==> src/rtl/tt_extractor.sv <==
// Truth-table extractor: drives all 128 minterms of a 7-input function and captures its output.
// Optional comparison against an expected table is enabled by defining TT_EXTRACTOR_COMPARE_EN.
module tt_extractor #(
    parameter int SETTLE = 0
) (
    input  logic         clk,
    input  logic         rst,
    input  logic         start,
    input  logic         abort,
    output logic [6:0]   x,
    input  logic         fn_out,
    output logic         busy,
    output logic         done,
    output logic [127:0] tt,
    output logic         tt_valid
`ifdef TT_EXTRACTOR_COMPARE_EN
    ,
    input  logic [127:0] exp_tt,
    output logic         match,
    output logic [6:0]   first_mismatch
`endif
);

    typedef enum logic [1:0] {IDLE, WAIT, SAMPLE} state_t;

    localparam logic [3:0] SETTLE_LAST = 4'((SETTLE > 0) ? SETTLE - 1 : 0);
    localparam state_t     STEP_STATE  = (SETTLE > 0) ? WAIT : SAMPLE;

    state_t     state;
    logic [6:0] idx;
    logic [3:0] settle_cnt;

    assign x = idx;

`ifdef TT_EXTRACTOR_COMPARE_EN
    logic [127:0] exp_cap;
    logic [127:0] final_tt;
    logic [127:0] diff;
    logic [6:0]   first_idx;

    // The table as it will look after the final sampling edge, so the verdict lands with done.
    always_comb begin
        final_tt      = tt;
        final_tt[idx] = fn_out;
        diff          = final_tt ^ exp_cap;
        first_idx     = '0;
        for (int i = 127; i >= 0; i--) begin
            if (diff[i]) first_idx = 7'(i);
        end
    end
`endif

    always_ff @(posedge clk) begin
        if (rst) begin
            state      <= IDLE;
            idx        <= '0;
            settle_cnt <= '0;
            busy       <= 1'b0;
            done       <= 1'b0;
            tt_valid   <= 1'b0;
            tt         <= '0;
`ifdef TT_EXTRACTOR_COMPARE_EN
            exp_cap        <= '0;
            match          <= 1'b0;
            first_mismatch <= '0;
`endif
        end else if (state != IDLE && abort) begin
            // Partial table bits stay in place but are flagged invalid.
            state      <= IDLE;
            idx        <= '0;
            settle_cnt <= '0;
            busy       <= 1'b0;
            done       <= 1'b0;
            tt_valid   <= 1'b0;
        end else begin
            done <= 1'b0;
            case (state)
                IDLE: begin
                    if (start && !abort) begin
                        idx        <= '0;
                        settle_cnt <= '0;
                        tt_valid   <= 1'b0;
                        busy       <= 1'b1;
                        state      <= STEP_STATE;
`ifdef TT_EXTRACTOR_COMPARE_EN
                        exp_cap    <= exp_tt;
`endif
                    end
                end
                WAIT: begin
                    if (settle_cnt == SETTLE_LAST) begin
                        settle_cnt <= '0;
                        state      <= SAMPLE;
                    end else begin
                        settle_cnt <= settle_cnt + 4'd1;
                    end
                end
                SAMPLE: begin
                    tt[idx] <= fn_out;
                    if (idx == 7'd127) begin
                        idx      <= '0;
                        done     <= 1'b1;
                        tt_valid <= 1'b1;
                        busy     <= 1'b0;
                        state    <= IDLE;
`ifdef TT_EXTRACTOR_COMPARE_EN
                        match          <= (diff == '0);
                        first_mismatch <= first_idx;
`endif
                    end else begin
                        idx   <= idx + 7'd1;
                        state <= STEP_STATE;
                    end
                end
                default: begin
                    state <= IDLE;
                    idx   <= '0;
                    busy  <= 1'b0;
                end
            endcase
        end
    end

endmodule

==> config.mk <==
export PLATFORM = sky130hd
export DESIGN_NAME = tt_extractor
export DESIGN_NICKNAME = d
export VERILOG_FILES = /design/src/rtl/tt_extractor.sv
export SDC_FILE = /design/constraint.sdc
export NUM_CORES = 1
export LEC_CHECK = 0
export CAP_MARGIN = 20
export CORE_ASPECT_RATIO = 0.8
export CORE_MARGIN = 8
export CORE_UTILIZATION = 55
export CTS_BUF_LIST = sky130_fd_sc_hd__clkbuf_4
export DETAILED_ROUTE_END_ITERATION = 7
export PLACE_DENSITY = 0.87
export SLEW_MARGIN = 30
export SYNTH_ARGS = -nofsm -noshare
export SYNTH_HDL_FRONTEND = slang
export SYNTH_SLANG_ARGS = --single-unit
==> constraint.sdc <==
create_clock -name clk -period 2.4 [get_ports clk]
set_input_delay 0.48 -clock clk [delete_from_list [all_inputs] [get_ports clk]]
set_output_delay 0.48 -clock clk [all_outputs]
set_load 0.01 [all_outputs]
; Word-level counts from Yosys, hierarchy flattened
; Index checks and enable logic that the tools add are counted.
[totals]
inputBits = 5
regBits = 144
[classes]
bitwise_logic = 3
n_mux = 20
n_eq_ne = 6
order_cmp = 2
n_reduce_logical = 17
addsub = 2
[ops]
columns = operator, count
row1 = $bwmux W128, 1
row2 = $pmux W7 S3, 1
row3 = $mux W7, 2
row4 = $lt A7 B8 Y1 const B, 1
row5 = $mux W4, 2
row6 = $pmux W4 S2, 1
row7 = $reduce_and A2 Y1, 4
row8 = $add A7 B1 Y7 const B, 1
row9 = $demux W1 S7, 1
row10 = $eq A7 B7 Y1 const B, 1
row11 = $ge A7 B1 Y1 const B, 1
row12 = $mux W1, 6
row13 = $mux W2, 3
row14 = $ne A2 B2 Y1 const B, 3
row15 = $pmux W2 S3, 1
row16 = $reduce_and A3 Y1, 2
row17 = $reduce_bool A2 Y1, 3
row18 = $add A4 B1 Y4 const B, 1
row19 = $logic_not A4 Y1, 1
row20 = $logic_and A1 B1 Y1, 3
row21 = $not A1 Y1, 3
row22 = $pmux W1 S3, 1
row23 = $reduce_or A3 Y1, 1
row24 = $eq A2 B1 Y1 const B, 1
row25 = other kinds (5), 5

; Depth between registers and ports, before layout
[depth]
ltp_word = 5
depth_mapped = 7
mapped_depth_nobuf = 5

; Worst setup path after synthesis
; No wires, ideal clock.
[synth_timing]
kind = input to register
startpoint = in abort
endpoint = reg tt[62]
arrival_ns = 1.530
setup_slack_ns = 0.738
path_stages = 6
setup_ns = 0.132
t_required_ns = 2.268
path_cell_list = buf_2 -> nor3b_4 -> nand3_1 -> clkbuf_1 -> o21ai_0 -> a21oi_1
[synth_between]
elab_chain_cells = 3
[synth_rtl]
columns = element, line_no
row1 = "start, declared", 9  ; input logic abort,
row2 = $logic_and A1 B1 Y1, 67  ; end else if (state != IDLE && abort) begin
row3 = $not A1 Y1 (no line), -
row4 = $reduce_and A2 Y1 (no line), -
row5 = "end signal, assigned by index", 99  ; tt[idx] <= fn_out;
row6 = "end, declared", 14  ; output logic [127:0] tt,
; No other way between the ends.
; A chain may end at the register's enable or synchronous reset.

; Worst setup path in the final report
[layout_timing]
startpoint = reg idx[3], in the netlist x[3]
endpoint = out x[3]
[layout_lines]
columns = element, line_no
row1 = "start, declared", 30  ; logic [6:0] idx;
row2 = "start signal, assigned", 111  ; idx <= idx + 7'd1;
row3 = "end, declared", 10  ; output logic [6:0] x,
; No word-level cell between the ends.

==> summary.md <==
| Metric | Value |
|---|---|
| Max Clock Freq | 0.4277 GHz |
| Synth Cell Area | 5939 um2 |
| Syn_nets | 708 |
| Hpwl dp | 14040 um |
| ANT cells | 0 |
| CP arrival | 1.86 ns |
| # DRC | 0 |
| Setup CP Type | reg -> out |
| CTS Buf Count | 17 |
| CP Launch Type | flip-flop |
| Largest net degree at the start of global routing | 77 |
| Commonest non-fill, non-tap cell in the layout | clkdlybuf4s50_1 |
| Most frequent cells in the layout | 140 x clkdlybuf4s50_1, 134 x dfxtp_1, 121 x nand3_1 |
| Avg Synthesized Cell Area | 8.461 um2 |
| Post-Synth XOR/XNOR Area | 0 |
| HP Start | fn_out |
| Clock Skews | 0.02009 ns |
| Post-Synth Simple-Gate Area | 0.2399 |
| Reg2Reg Depth | 5 |
| Class of the worst hold path | in -> reg |
| Crit end category | output pin |
| # port buffers | 142 |
| Fin. max-slew vios | 0 |
| Worst-path clk slew | 0.11 ns |
| Max Fanout on Critical Path | 13 |
| CTS tree | yes |
| Leading cell types by total area after synthesis | dfxtp_1 47%, nand3_1 10%, a21oi_1 9.5% |
| CP max-delay cell | clkdlybuf4s50_1 |
| Max-cap violations | 0 |
| Synth Area in Compound Gates | 0.1984 |
| Area delta synth->final | 32.78% |
| Post-synth top flop | dfxtp_1 |
| Synth Register Bits | 139 |
| Final Hold Fails | 0 |
| Unique masters post-synth | 43 |
| CP max stage delay | 0.68 ns |
| Floorplan core area | 10680 um2 |
| DR vias | 6311 |
| Fin area | 7886 um2 |
| Pleak | 2.545 nW |
| Adder and majority gate portion of the synthesized area | 0.002107 |
| WHS | 0.3647 ns |
| Crit Reg-Reg Endpoint | tt[8] |
| Final wirelength | 20870 um |
| Chip Width | 132.2 um |
| Die H | 108.9 um |
| Yosys warning count | 0 |
| Area share of the largest cell type after synthesis | 0.4685 |
| Vias in the first global route | 6053 |
| Starting density of the core | 0.5562 |
| Nets | 836 |
| Post-CTS Hold Buffers | 0 |
| Period utilization | 0.9743 |
| EDFF count, synth | 0 |
| Run status | finished, final reports clean |
| Clk buf depth | 2 |
| I/O pins | 143 |
| Post-route minimum period | 2.338 ns |
| Post-synthesis cell type with the largest combined area | dfxtp_1 |
| CTS sink count | 139 |
| Largest family of logic cells by synthesized area | simple AND/OR/NAND/NOR gates |
| Global-route wire length before repair | 32660 um |
| Worst Hold Depth | 3 |
| Reg2reg setup slack | 0.41 ns |
| H-Tree Depth | 4 |
| Setup bufs post-CTS | 0 |
| Worst slew pin tran | 0.6639 ns |
| Wirelength per Cell | 21.14 um |
| WHS Endpoint | tt[110] |
| Slew margin rel. | 0.5554 |
| Initial antenna violation count | 0 |
| DRT antenna net count | 0 |
| TNS Setup | 0 ns |
| Worst EP required | 1.92 ns |
| FF-to-FF Start | x[3] |
| Pwr dens | 541.4 nW/um2 |
| Final Wtd Congestion | 0.9356 |
| GRT Resource Usage Total | 0.2810 |
| Critical-path cell list | clkdlybuf4s50_1 |
| Area after DPL | 7533 um2 |
| Vias per cell | 6.394 |
| Async set-reset flop share out of synthesis | 0 |
| Cells after Synth | 702 |
| TritonRoute pass-1 iters | 7 |
| Worst-Skew Late Latency | 0.54 ns |
| CTS resizes | 3 |
| Crit-path leading delay family | buffers and inverters |
| Root buffer cell | clkbuf_4 |
| Starting DRC count in detailed routing | 1104 |
| Register area share after synthesis | 0.4685 |
| Worst VDD drop | 0.3636 mV |
| Die area | 14400 um2 |
| Total grt overflow | 0 |
| CP Buf/Inv Count | 1 |
| Layout cell share with drive strength beyond 1 | 0.1115 |
| Cell Rows | 34 |
| Mux contribution to synthesized area | 0.03539 |
| Setup violators final | 0 |
cell type report:
type / count / area, um2
Timing Repair Buffer: 179 / 1744
Tap cell: 144 / 180.2
Sequential cell: 139 / 2789
Clock inverter: 15 / 219.0
Clock buffer: 17 / 127.6
Multi-Input combinational cell: 493 / 2826
Fill cell: 755 / 2791
registers in the layout (all words and copies together) (netlist names):
name      flops
busy          1
done          1
state         1
tt          128
tt_valid      1
x             7
tightest hold or removal path: stages:
cell     delay [ns]
buf_4          0.21
nand3_1        0.10
a21oi_1        0.06
cell usage after synthesis (2+ instances only):
cell type and instances:
nand4bb_1 3, and4_1 2, nor2_4 3, nor2_1 32, nor3b_2 3, buf_4 6
and3_1 2, clkbuf_1 40, nor2_2 3, nor4_1 5, nand2b_1 3, buf_6 3
a31oi_1 2, buf_2 18, nor4bb_1 4, mux2i_1 21, nand4b_1 4, nand4_1 11
nor3_1 4, buf_1 3, a21oi_1 113, dfxtp_1 139, a22oi_1 2, nand3_1 121
nand3b_1 8, nand2_1 12, o21ai_0 112, nor4b_4 4, nor2b_1 5
through the flow:
step,worst slack (ns),power (W),instances,util
after floorplan,0.7378,0.002452,702,-
after global placement,0.1280,0.002488,955,0.7055
after detailed placement,0.08264,0.002491,955,0.7055
after CTS,0.03613,0.004258,987,0.7383
after global routing,-0.02009,0.004360,987,0.7386
final,0.06173,0.004270,987,0.7386
per-layer routing:
metal | share of wire | wire length, um | track usage
met2 | 0.46 | 9517 | 0.4446
met1 | 0.39 | 8078 | 0.3440
met3 | 0.13 | 2701 | 0.1064
met5 | 0 | 0 | 0
met4 | 0.027 | 570 | 0.1116
report_power, final:
group          switching, W  total [W]  internal [W]  leakage, nW
Sequential       0.00000760    0.00232       0.00231         1.12
Combinational     0.0000933   0.000128     0.0000346         1.24
Clock              0.000894    0.00182      0.000930        0.178
kinds of logic (layout without fill, tap and decap cells):
logic type,after synthesis,after routing
compound gates,232,232
fa+ha+maj,1,1
buf+inv,70,211
flops,139,139
mux,21,21
simple gates,239,239
how the worst max path moves through the flow:
stage,endpoint,slack (ns),from,cells past startpoint
detailed placement,tt[90],0.08,abort,5
CTS,x[2],0.04,x[2],1
floorplan,tt[62],0.74,abort,6
global route,x[3],-0.02,x[3],1
finish,x[3],0.06,x[3],1
global placement,tt[94],0.13,abort,5
Note: power is estimated with default switching activity, not from simulation.
